File: src/rtl/mouse_receiver.sv
// mouse_receiver: PS/2 device-to-host frame receiver (start, 8 data LSB-first, odd parity, stop).
// Optional MOUSE_RX_DEGLITCH_EN: clock falling edge needs two low samples, adding 2 cycles latency.
module mouse_receiver #(
  parameter int TIMEOUT_CYCLES = 50000,
  parameter int CTR_W = 16
) (
  input  logic       CLK,
  input  logic       RESET,
  input  logic       CLK_MOUSE_IN,
  input  logic       DATA_MOUSE_IN,
  input  logic       READ_ENABLE,
  output logic [7:0] BYTE_READ,
  output logic [1:0] BYTE_ERROR_CODE,
  output logic       BYTE_READY
);
  typedef enum logic [2:0] {IDLE, DATA, PARITY, STOP, DONE} state_t;
  state_t state, state_n;
  logic [1:0] clk_sync, data_sync;
  logic fe, din;
  logic [2:0] bit_cnt, bit_n;
  logic [CTR_W-1:0] tmo, tmo_n;
  logic [7:0] sr, sr_n, byte_n;
  logic par_err, par_n, stop_err, stop_n, ready_n;
  logic [1:0] code_n;
  // Lines idle high, so synchronisers reset to 1 to avoid a false edge after reset
  always_ff @(posedge CLK or posedge RESET)
    if (RESET) begin
      clk_sync  <= 2'b11;
      data_sync <= 2'b11;
    end else begin
      clk_sync  <= {clk_sync[0], CLK_MOUSE_IN};
      data_sync <= {data_sync[0], DATA_MOUSE_IN};
    end
`ifdef MOUSE_RX_DEGLITCH_EN
  logic [2:0] clk_hist;
  logic [1:0] data_dly;
  always_ff @(posedge CLK or posedge RESET)
    if (RESET) begin
      clk_hist <= 3'b111;
      data_dly <= 2'b11;
    end else begin
      clk_hist <= {clk_hist[1:0], clk_sync[1]};
      data_dly <= {data_dly[0], data_sync[1]};
    end
  assign fe  = clk_hist == 3'b100;
  assign din = data_dly[1];
`else
  logic clk_prev;
  always_ff @(posedge CLK or posedge RESET)
    if (RESET) clk_prev <= 1'b1;
    else clk_prev <= clk_sync[1];
  assign fe  = clk_prev & ~clk_sync[1];
  assign din = data_sync[1];
`endif
  always_ff @(posedge CLK or posedge RESET)
    if (RESET) begin
      state           <= IDLE;
      bit_cnt         <= '0;
      tmo             <= '0;
      sr              <= '0;
      par_err         <= 1'b0;
      stop_err        <= 1'b0;
      BYTE_READ       <= '0;
      BYTE_ERROR_CODE <= '0;
      BYTE_READY      <= 1'b0;
    end else begin
      state           <= state_n;
      bit_cnt         <= bit_n;
      tmo             <= tmo_n;
      sr              <= sr_n;
      par_err         <= par_n;
      stop_err        <= stop_n;
      BYTE_READ       <= byte_n;
      BYTE_ERROR_CODE <= code_n;
      BYTE_READY      <= ready_n;
    end
  always_comb begin
    state_n = state;
    bit_n   = bit_cnt;
    tmo_n   = tmo;
    sr_n    = sr;
    par_n   = par_err;
    stop_n  = stop_err;
    byte_n  = BYTE_READ;
    code_n  = BYTE_ERROR_CODE;
    ready_n = 1'b0;
    if (state != IDLE && !READ_ENABLE) begin
      state_n = IDLE;
      bit_n   = '0;
      tmo_n   = '0;
    end else
      case (state)
        IDLE: begin
          bit_n = '0;
          tmo_n = '0;
          if (fe && !din && READ_ENABLE) state_n = DATA;
        end
        DONE: begin
          byte_n  = sr;
          code_n  = {stop_err, par_err};
          ready_n = 1'b1;
          state_n = IDLE;
        end
        default:
          if (fe) begin
            tmo_n = '0;
            case (state)
              DATA: begin
                sr_n[bit_cnt] = din;
                bit_n = bit_cnt + 3'd1;
                if (bit_cnt == 3'd7) begin
                  state_n = PARITY;
                  bit_n   = '0;
                end
              end
              PARITY: begin
                par_n   = din != ~^sr;
                state_n = STOP;
              end
              default: begin
                stop_n  = ~din;
                state_n = DONE;
              end
            endcase
          end else if (tmo == CTR_W'(TIMEOUT_CYCLES)) begin
            state_n = IDLE;
            bit_n   = '0;
            tmo_n   = '0;
          end else
            tmo_n = tmo + 1'b1;
      endcase
  end
endmodule

File: config.mk
export PLATFORM = sky130hd
export DESIGN_NAME = mouse_receiver
export DESIGN_NICKNAME = d
export VERILOG_FILES = /design/src/rtl/mouse_receiver.sv
export SDC_FILE = /design/constraint.sdc
export NUM_CORES = 1
export LEC_CHECK = 0
export BUFFER_PORTS_ARGS = -buffer_cell sky130_fd_sc_hd__buf_2
export CORE_MARGIN = 2
export CORE_UTILIZATION = 25
export DETAILED_ROUTE_END_ITERATION = 8
export SLEW_MARGIN = 20
export SYNTH_ARGS = -nofsm -noshare
export SYNTH_HDL_FRONTEND = slang
export SYNTH_SLANG_ARGS = --single-unit
export TNS_END_PERCENT = 30
File: constraint.sdc
create_clock -name CLK -period 2.1 [get_ports CLK]
set_clock_uncertainty 0.15 [all_clocks]
set_input_delay 0.21 -clock CLK [delete_from_list [all_inputs] [get_ports CLK]]
set_output_delay 0.21 -clock CLK [all_outputs]
set_load 0.005 [all_outputs]
==> results of run 1 <==
metrics by stage:
stage	TNS, ns	hold slack, ns	setup slack [ns]
after floorplan	0	0.0645	0.0381
after global placement	0	0.168	0.0685
after detailed placement	0	0.166	0.0118
after CTS	0	0.0824	0.00629
after global routing	-0.0449	0.0998	-0.0329
final	0	0.0839	0.0477
flip-flops by register name (all words and copies together) (netlist names):
name / cells
BYTE_ERROR_CODE: 2
BYTE_READ: 8
BYTE_READY: 1
bit_cnt: 3
clk_prev: 1
clk_sync: 2
data_sync: 2
par_err: 1
sr: 8
state: 3
stop_err: 1
tmo: 16
critical path: stages (launching register included):
cell and delay [ns]:
dfrtp_1 0.47, or3b_4 0.41, or3_4 0.37, nor3b_2 0.21, mux2_1 0.34
cell type report:
type / count / area (um2)
well taps: 133 / 166
multi-input cells: 186 / 1220
repair buffers: 50 / 345
flip-flops and latches: 48 / 1210
fillers: 1052 / 6640
inverters: 11 / 41.3
clock inverters: 2 / 35.0
clock buffers: 6 / 72.6
worst min-delay path by stage:
stage,start,to,slack (ns),cells past startpoint
2_1_floorplan,CLK_MOUSE_IN,clk_sync[0],0.06,0
3_3_place_gp,DATA_MOUSE_IN,data_sync[0],0.17,1
3_5_place_dp,CLK_MOUSE_IN,clk_sync[0],0.17,1
4_1_cts,READ_ENABLE,tmo[0],0.08,2
5_1_grt,READ_ENABLE,tmo[2],0.1,2
6_report,READ_ENABLE,tmo[0],0.08,2
per-layer routing:
| layer | vias to the layer above | track usage, % |
|---|---|---|
| met5 | - | 0 |
| met4 | 0 | 3.76 |
| met3 | 8 | 2.14 |
| met2 | 34 | 17.7 |
| met1 | 973 | 13.8 |
| li1 | 995 | - |
power by group through the flow:
stage	clock [uW]	combinational (uW)	sequential (uW)
after floorplan	0	296	1030
after global placement	0	412	1050
after detailed placement	0	417	1050
after CTS	689	423	1030
after global routing	719	488	1050
final	661	444	1040
cells in the final DEF, fill, tap and decap left out, drive strengths merged, types with 5 or more instances in the layout:
| cell | Yosys | layout |
|---|---|---|
| o21ai | 13 | 13 |
| xnor2 | 5 | 5 |
| dfstp | 5 | 5 |
| buf | 4 | 47 |
| inv | 11 | 11 |
| nor2 | 13 | 13 |
| nor3 | 6 | 6 |
| nand3 | 15 | 15 |
| nand4 | 7 | 7 |
| dfrtp | 43 | 43 |
| or3 | 5 | 5 |
| a21oi | 7 | 7 |
| clkbuf | 8 | 6 |
| nand2 | 51 | 51 |
| mux2 | 10 | 10 |
what timing repair did:
action / CTS / global route
buffers inserted: 0 / 1
pin swaps: 0 / 0
hold buffers: 3 / 0
hold endpoints to repair: 26 / 0
endpoints found under the setup margin: 1 / 13
gates resized for setup: 1 / 7
logic make-up (layout without fill, tap and decap cells):
group / count (synthesis) / after routing / share of synthesized area (%)
compound gates: 38 / 38 / 9.47
xor+xnor: 8 / 8 / 3.38
fa+ha+maj: 4 / 4 / 2.02
buf+inv: 23 / 69 / 3.78
flops: 48 / 48 / 48.6
mux: 13 / 13 / 5.74
simple gates: 123 / 123 / 27.0
==> results.py, run 1 <==
metrics = {
    "routing": {
        "ant_nets": 0,
        "wl_mm": 5.52,
        "wl_met3_um": 189,
        "wire_per_inst_um": 12.7,
        "routed-wl-met2_mm": 2.68,
        "first_pass_iters": 4,
        "drc": 0,
        "highest_layer": "met4",
        "vias_per_cell": 4.61,
        "drt-initial-drc-count": 89,
        "wirelength_met1_mm": 2.56,
        "vias": 2010,
    },
    "worst_setup_path": {
        "end_kind": "flop",
        "reg2reg_depth": 4,
        "r2r_setup_slack_ns": 0.05,
        "worstSetupPathType": "reg2reg",
        "critPathArrivalTime_ns": 2.09,
        "cp-start-kind": "flop",
        "cp.required_ns": 2.14,
        "path_max_fanout": 5,
        "crit_start": "state[2]",
        "timing.rr.start": "state[2]",
        "crit_path_end": "sr[2]",
        "r2r-end": "sr[2]",
    },
    "placement": {
        "io_buffer_count": 15,
        "hpwl_mm": 3.96,
        "placed_area_um2": 2910,
        "dp.cells": 424,
        "globalplace.congestion": 0.852,
    },
    "synth": {
        "postSynth.asyncResetShare_pct": 100,
        "synth_edf_count": 0,
        "synth_area_leader_cell": "dfrtp_1",
        "ys.flop_type": "dfrtp_1",
        "synth_top_area_share_pct": 43.3,
        "yosysSeqAreaShare_pct": 48.6,
        "postSynthAreaPerCell_um2": 9.66,
        "yosysWarningCount": 0,
        "synth_fp_nets": 266,
        "synth_common_cells": "nand2_1 (51), dfrtp_1 (43), nand3_1 (15)",
        "synthDistinctLibCells": 52,
        "synth.ff_latch_count": 48,
        "synth.area.top_cells": "dfrtp_1 (43%), nand2_1 (7.7%), dfstp_2 (5.3%)",
        "netlist_area_um2": 2480,
        "syn_inst": 257,
        "synthMostInstantiatedCell": "nand2_1",
    },
    "cts": {
        "root_buffer": "clkbuf_8",
        "cts_tree": "yes",
        "cts_buffers": 5,
        "cts.path.max_buffers": 2,
        "clk_pin_slew_ns": 0.09,
        "clock_latency_ns": 0.30,
        "cts_sinks": 48,
        "htreeDepth": 2,
    },
    "timing": {
        "setup_violations": 0,
        "fmax_mhz": 487,
        "rsz0062_at_grt": "yes",
        "period_needed_ns": 2.05,
        "worstMarginPinSlew_ns": 0.657,
        "max_slew_margin_pct": 56.1,
        "maxSlewViolCount": 0,
        "layout_worst_path_cycle_share_pct": 97.7,
        "hold_violations": 0,
    },
    "global_routing": {
        "grt_pass1_wl_mm": 9.43,
        "antenna_found_initial": 0,
        "first_global_vias": 1986,
        "grt_max_degree": 32,
        "grt_use_total_pct": 10.6,
        "grt_overflow": 0,
    },
    "pwr": {
        "pwr-share-seq_pct": 48.4,
        "intPower_uw": 1560,
        "leakage_uw": 0.00138,
        "swShare_pct": 27.0,
        "ir_drop_v": 0.000331,
        "powerDensity_nw_per_um2": 694,
        "p_sw_uw": 578,
        "p_total_uw": 2140,
        "comb_power_share_pct": 20.7,
        "clockPowerShare_pct": 30.9,
    },
    "die": {
        "rows": 36,
        "die_area_um2": 10700,
        "fp.dieW_um": 104,
        "die_h_um": 104,
        "ioPinCount": 16,
        "start_util_pct": 25.5,
        "core-area_um2": 9730,
    },
    "layout": {
        "design_area_um2": 3090,
        "final_util_pct": 31.7,
        "final_nets": 311,
        "syn2layout_area_growth_pct": 24.3,
        "fin_cells": 436,
        "drive_gt1_share_pct": 27.4,
        "antenna_cells": 0,
    },
    "hold_path": {
        "hp-class": "in2reg",
    },
    "status": {
        "status": "complete, no violations",
    },
    "job": {
        "maxCapViolCount": 0,
    },
}
Note: power is estimated with default switching activity, not from simulation.
==> inputs of run 2 (changes only) <==
--- a/config.mk
+++ b/config.mk
@@ -6,9 +6,12 @@
 export NUM_CORES = 1
 export LEC_CHECK = 0
 export BUFFER_PORTS_ARGS = -buffer_cell sky130_fd_sc_hd__buf_2
+export CELL_PAD_IN_SITES_DETAIL_PLACEMENT = 0
+export CELL_PAD_IN_SITES_GLOBAL_PLACEMENT = 2
 export CORE_MARGIN = 2
 export CORE_UTILIZATION = 25
 export DETAILED_ROUTE_END_ITERATION = 8
+export PLACE_DENSITY_LB_ADDON = 0.1
 export SLEW_MARGIN = 20
 export SYNTH_ARGS = -nofsm -noshare
 export SYNTH_HDL_FRONTEND = slang
==> results.py, run 2 (synthesis results as in run 1) <==
metrics = {
    "placement": {
        "hpwl_mm": 4.54,
        "io_buffer_count": 15,
        "globalplace.congestion": 0.744,
    },
    "hold_path": {
        "hp-class": "in2reg",
    },
    "pwr": {
        "powerDensity_nw_per_um2": 683,
        "intPower_uw": 1490,
        "swShare_pct": 29.9,
        "p_sw_uw": 636,
        "ir_drop_v": 0.000278,
        "comb_power_share_pct": 22.1,
        "pwr-share-seq_pct": 48.8,
        "leakage_uw": 0.00138,
        "clockPowerShare_pct": 29.0,
    },
    "worst_setup_path": {
        "cp_slowest_cell": "nor4bb_1",
        "critPathBufInv": 1,
        "worstSetupPathType": "reg2reg",
        "r2r_setup_slack_ns": 0.07,
        "cp_slowest_stage_delay_ns": 0.41,
        "r2r-end": "bit_cnt[1]",
        "cp_top_family": "simple AND/OR/NAND/NOR gates",
        "cp.required_ns": 2.15,
        "crit_path_end": "bit_cnt[1]",
        "crit_start": "tmo[13]",
        "timing.rr.start": "tmo[13]",
        "end_kind": "flop",
        "critPathArrivalTime_ns": 2.08,
        "cp-start-kind": "flop",
        "crit_chain": "nor4bb_1, nand4_1, a21oi_1, buf_4, mux2_2",
        "cp.depth": 5,
        "path_max_fanout": 4,
        "reg2reg_depth": 5,
    },
    "routing": {
        "first_pass_iters": 4,
        "wl_mm": 6.36,
        "vias": 1983,
        "drc": 0,
        "vias_per_cell": 4.53,
        "wire_per_inst_um": 14.5,
        "ant_nets": 0,
        "drt-initial-drc-count": 69,
    },
    "cts": {
        "clock_latency_ns": 0.31,
        "root_buffer": "clkbuf_8",
        "htreeDepth": 2,
        "clk_pin_slew_ns": 0.10,
        "cts_tree": "yes",
        "cts.path.max_buffers": 2,
        "cts_sinks": 48,
        "cts_buffers": 5,
    },
    "layout": {
        "syn2layout_area_growth_pct": 25.2,
        "drive_gt1_share_pct": 28.9,
        "top_register": "tmo",
        "mostFrequentLayoutCell": "nand2_1",
        "final_nets": 313,
        "largest_reg_flops": 16,
        "final_cell_mix": "nand2_1 (51), dfrtp_1 (41), buf_4 (33), nand3_1 (15), buf_2 (15)",
        "reg_top3": "tmo: 16 flops, BYTE_READ: 8 flops, sr: 8 flops",
        "antenna_cells": 0,
        "final_util_pct": 32.0,
    },
    "timing": {
        "tns_ns": 0,
        "hold_violations": 0,
        "setup_violations": 0,
        "rsz0062_at_grt": "no",
        "maxSlewViolCount": 0,
        "max_slew_margin_pct": 71.7,
        "fmax_mhz": 492,
        "period_needed_ns": 2.03,
        "worstMarginPinSlew_ns": 0.419,
        "layout_worst_path_cycle_share_pct": 96.8,
    },
    "die": {
        "fp.dieW_um": 104,
        "start_util_pct": 25.5,
        "ioPinCount": 16,
        "die_area_um2": 10700,
        "die_h_um": 104,
        "core-area_um2": 9730,
        "rows": 36,
    },
    "global_routing": {
        "grt_overflow": 0,
        "first_global_vias": 2027,
        "grt_use_total_pct": 12.6,
        "antenna_found_initial": 0,
        "grt_pass1_wl_mm": 10.9,
        "grt_max_degree": 32,
    },
    "status": {
        "status": "complete, no violations",
    },
    "job": {
        "maxCapViolCount": 0,
    },
}
[run 2: worst min-delay path by stage]
stage / from / endpoint / slack [ns] / depth (start not counted)
after floorplan: CLK_MOUSE_IN / clk_sync[0] / 0.06 / 0
after global placement: RESET / tmo[13] / 0.09 / 2
after detailed placement: RESET / tmo[13] / 0.08 / 2
after CTS: READ_ENABLE / tmo[0] / 0.08 / 2
after global routing: READ_ENABLE / tmo[0] / 0.09 / 2
final: READ_ENABLE / tmo[2] / 0.08 / 2
[run 2: worst reg2reg max path: cells and delay by family, from the launching register on]
kind            cells  cell delay (ns)
simple gates        2             0.69
flops               1             0.40
mux                 1             0.33
compound gates      1             0.20
buf+inv             1             0.15
[run 2: timing repair]
item                       in CTS  in global routing
hold endpoints to repair       14                  0
setup endpoints to repair       1                 11
buffers inserted                0                  1
hold buffers                    3                  0
resized for setup               1                 10
pin swaps                       0                  2
[run 2: layout make-up]
cell class | instances | area, um2
Tap cell | 133 | 166
Timing Repair Buffer | 52 | 373
Fill cell | 1046 | 6620
Multi-Input combinational cell | 186 | 1220
Clock buffer | 6 | 82.6
Clock inverter | 2 | 15.0
Inverter | 11 | 41.3
Sequential cell | 48 | 1210
[run 2: power by group through the flow]
stage	Combinational [uW]	Sequential, uW	Clock, uW
floorplan	296	1030	0
CTS	459	1030	651
detailed placement	452	1050	0
global route	516	1050	696
finish	470	1040	617
global placement	464	1050	0
[run 2: routing by layer]
layer	global-route usage [%]	part of all wire (%)	up-vias
li1	-	-	999
met1	19.3	54	956
met2	18.2	42	22
met3	2.52	2.9	6
met4	3.19	0.86	0
met5	0	0	-
[run 2: metrics by stage]
stage / std cells / power [uW] / area [um2] / setup WS (ns) / hold slack, ns
floorplan: 257 / 1320 / 2480 / 0.0381 / 0.0645
global placement: 426 / 1510 / 2930 / 0.0715 / 0.0909
detailed placement: 426 / 1500 / 2930 / 0.00146 / 0.0812
CTS: 437 / 2140 / 3070 / 0.0444 / 0.0783
global route: 438 / 2260 / 3110 / 0.00901 / 0.0893
finish: 438 / 2120 / 3110 / 0.0682 / 0.0825
==> inputs of run 3 (changes only) <==
--- a/config.mk
+++ b/config.mk
@@ -8,7 +8,6 @@
 export BUFFER_PORTS_ARGS = -buffer_cell sky130_fd_sc_hd__buf_2
 export CELL_PAD_IN_SITES_DETAIL_PLACEMENT = 0
 export CELL_PAD_IN_SITES_GLOBAL_PLACEMENT = 2
-export CORE_MARGIN = 2
 export CORE_UTILIZATION = 25
 export DETAILED_ROUTE_END_ITERATION = 8
 export PLACE_DENSITY_LB_ADDON = 0.1
==> results.py, run 3 (synthesis results as in run 1) <==
metrics = {
    "placement": {
        "hpwl_mm": 4.54,
        "globalplace.congestion": 0.734,
        "pre_cts_ws_ns": -0.00278,
        "dp.cells": 427,
        "io_buffer_count": 15,
    },
    "layout": {
        "final.fill_count": 1050,
        "antenna_cells": 0,
        "fin_cells": 441,
        "final_cell_mix": "nand2_1 (51), dfrtp_1 (40), buf_4 (36), nand3_1 (15), buf_2 (15)",
        "final_nets": 316,
        "reg_top3": "tmo: 16 flops, BYTE_READ: 8 flops, sr: 8 flops",
        "top_register": "tmo",
        "final_util_pct": 32.1,
        "syn2layout_area_growth_pct": 25.3,
        "multi_input_area_um2": 1200,
        "seq_area_um2": 1210,
        "mostFrequentLayoutCell": "nand2_1",
        "drive_gt1_share_pct": 28.9,
        "largest_reg_flops": 16,
    },
    "worst_setup_path": {
        "path_max_fanout": 2,
        "worstSetupPathType": "reg2reg",
        "end_kind": "flop",
        "crit_start": "bit_cnt[0]",
        "critPathArrivalTime_ns": 2.08,
        "crit_chain": "ha_1, ha_2, nor4bb_2, mux2i_1, o2bb2ai_2, mux2_2",
        "cp.required_ns": 2.15,
        "cp_slowest_stage_delay_ns": 0.39,
        "critPathBufInv": 0,
        "cp_top_family": "multiplexers",
        "r2r_setup_slack_ns": 0.07,
        "cp-start-kind": "flop",
        "timing.rr.start": "bit_cnt[0]",
        "cp_slowest_cell": "dfrtp_1",
    },
    "routing": {
        "ant_nets": 0,
        "first_pass_iters": 4,
        "vias_per_cell": 4.52,
        "drt-initial-drc-count": 42,
        "wire_per_inst_um": 14.2,
        "wl_mm": 6.28,
        "drc": 0,
        "vias": 1995,
    },
    "cts": {
        "cts_buffers": 5,
        "cts.path.max_buffers": 2,
        "cts_tree": "yes",
        "cts_sinks": 48,
        "root_buffer": "clkbuf_8",
        "clk_pin_slew_ns": 0.10,
        "clock_latency_ns": 0.31,
        "htreeDepth": 2,
    },
    "die": {
        "fp.dieW_um": 102,
        "die_area_um2": 10300,
        "die_h_um": 102,
        "rows": 36,
        "start_util_pct": 25.6,
        "ioPinCount": 16,
        "core-area_um2": 9680,
    },
    "global_routing": {
        "grt_max_degree": 30,
        "antenna_found_initial": 0,
        "grt_pass1_wl_mm": 10.7,
        "grt_use_total_pct": 13.6,
        "grt_overflow": 0,
        "first_global_vias": 2042,
    },
    "job": {
        "maxCapViolCount": 0,
    },
    "timing": {
        "period_needed_ns": 2.03,
        "layout_worst_path_cycle_share_pct": 96.6,
        "maxSlewViolCount": 0,
        "hold-worst-slack_ns": 0.0844,
        "fmax_mhz": 493,
        "rsz0062_at_grt": "no",
        "hold_violations": 0,
        "max_slew_margin_pct": 68.7,
        "setup_ws_ns": 0.0709,
        "worstMarginPinSlew_ns": 0.468,
        "setup_violations": 0,
    },
    "pwr": {
        "p_total_uw": 2130,
        "powerDensity_nw_per_um2": 683,
        "ir_drop_v": 0.000220,
        "leakage_uw": 0.00139,
    },
    "hold_path": {
        "hp-class": "in2reg",
        "hp-start": "READ_ENABLE",
    },
    "status": {
        "status": "complete, no violations",
    },
}
[run 3: changes by cell type in the layout (fill, tap and decap cells not counted), sizes merged]
cell  change
buf       +3
[run 3: timing repair]
action,CTS,global route
buffers inserted,0,3
hold buffers,3,0
resized for setup,1,6
endpoints found under the setup margin,1,20
hold endpoints to repair,16,0
pin swaps,0,4
[run 3: power by group]
group	internal, uW	switching (uW)
sequential	982	57.5
clock	267	345
combinational	246	227
total	1500	630
[run 3: stage by stage]
step	area (um2)	setup TNS, ns
2_1_floorplan	2480	0
3_3_place_gp	2940	0
3_5_place_dp	2940	-0.00278
4_1_cts	3070	0
5_1_grt	3110	0
6_report	3110	0
[run 3: path summary, 6_finish.rpt]
path	end	cells after the start
min in group asynchronous	tmo[13]	3
setup / recovery	state[0]	6
max in group asynchronous	sr[0]	4
hold reg to reg	data_sync[1]	0
hold / removal	tmo[2]	2
setup reg to reg	state[0]	6
[run 3: layer usage]
metal / up-vias / global-route usage, % / wire [um]
li1: 1011 / - / -
met1: 955 / 19.8 / 3340
met2: 22 / 20.4 / 2730
met3: 7 / 2.48 / 126
met4: 0 / 4.35 / 85
met5: - / 0 / 0
[run 3: area by class of cell]
cell class | count | share of cell area, %
flip-flops and latches | 48 | 38.9
multi-input cells | 186 | 38.6
clock buffers | 6 | 2.65
well taps | 133 | 5.35
inverters | 11 | 1.33
clock inverters | 2 | 0.483
repair buffers | 55 | 12.7
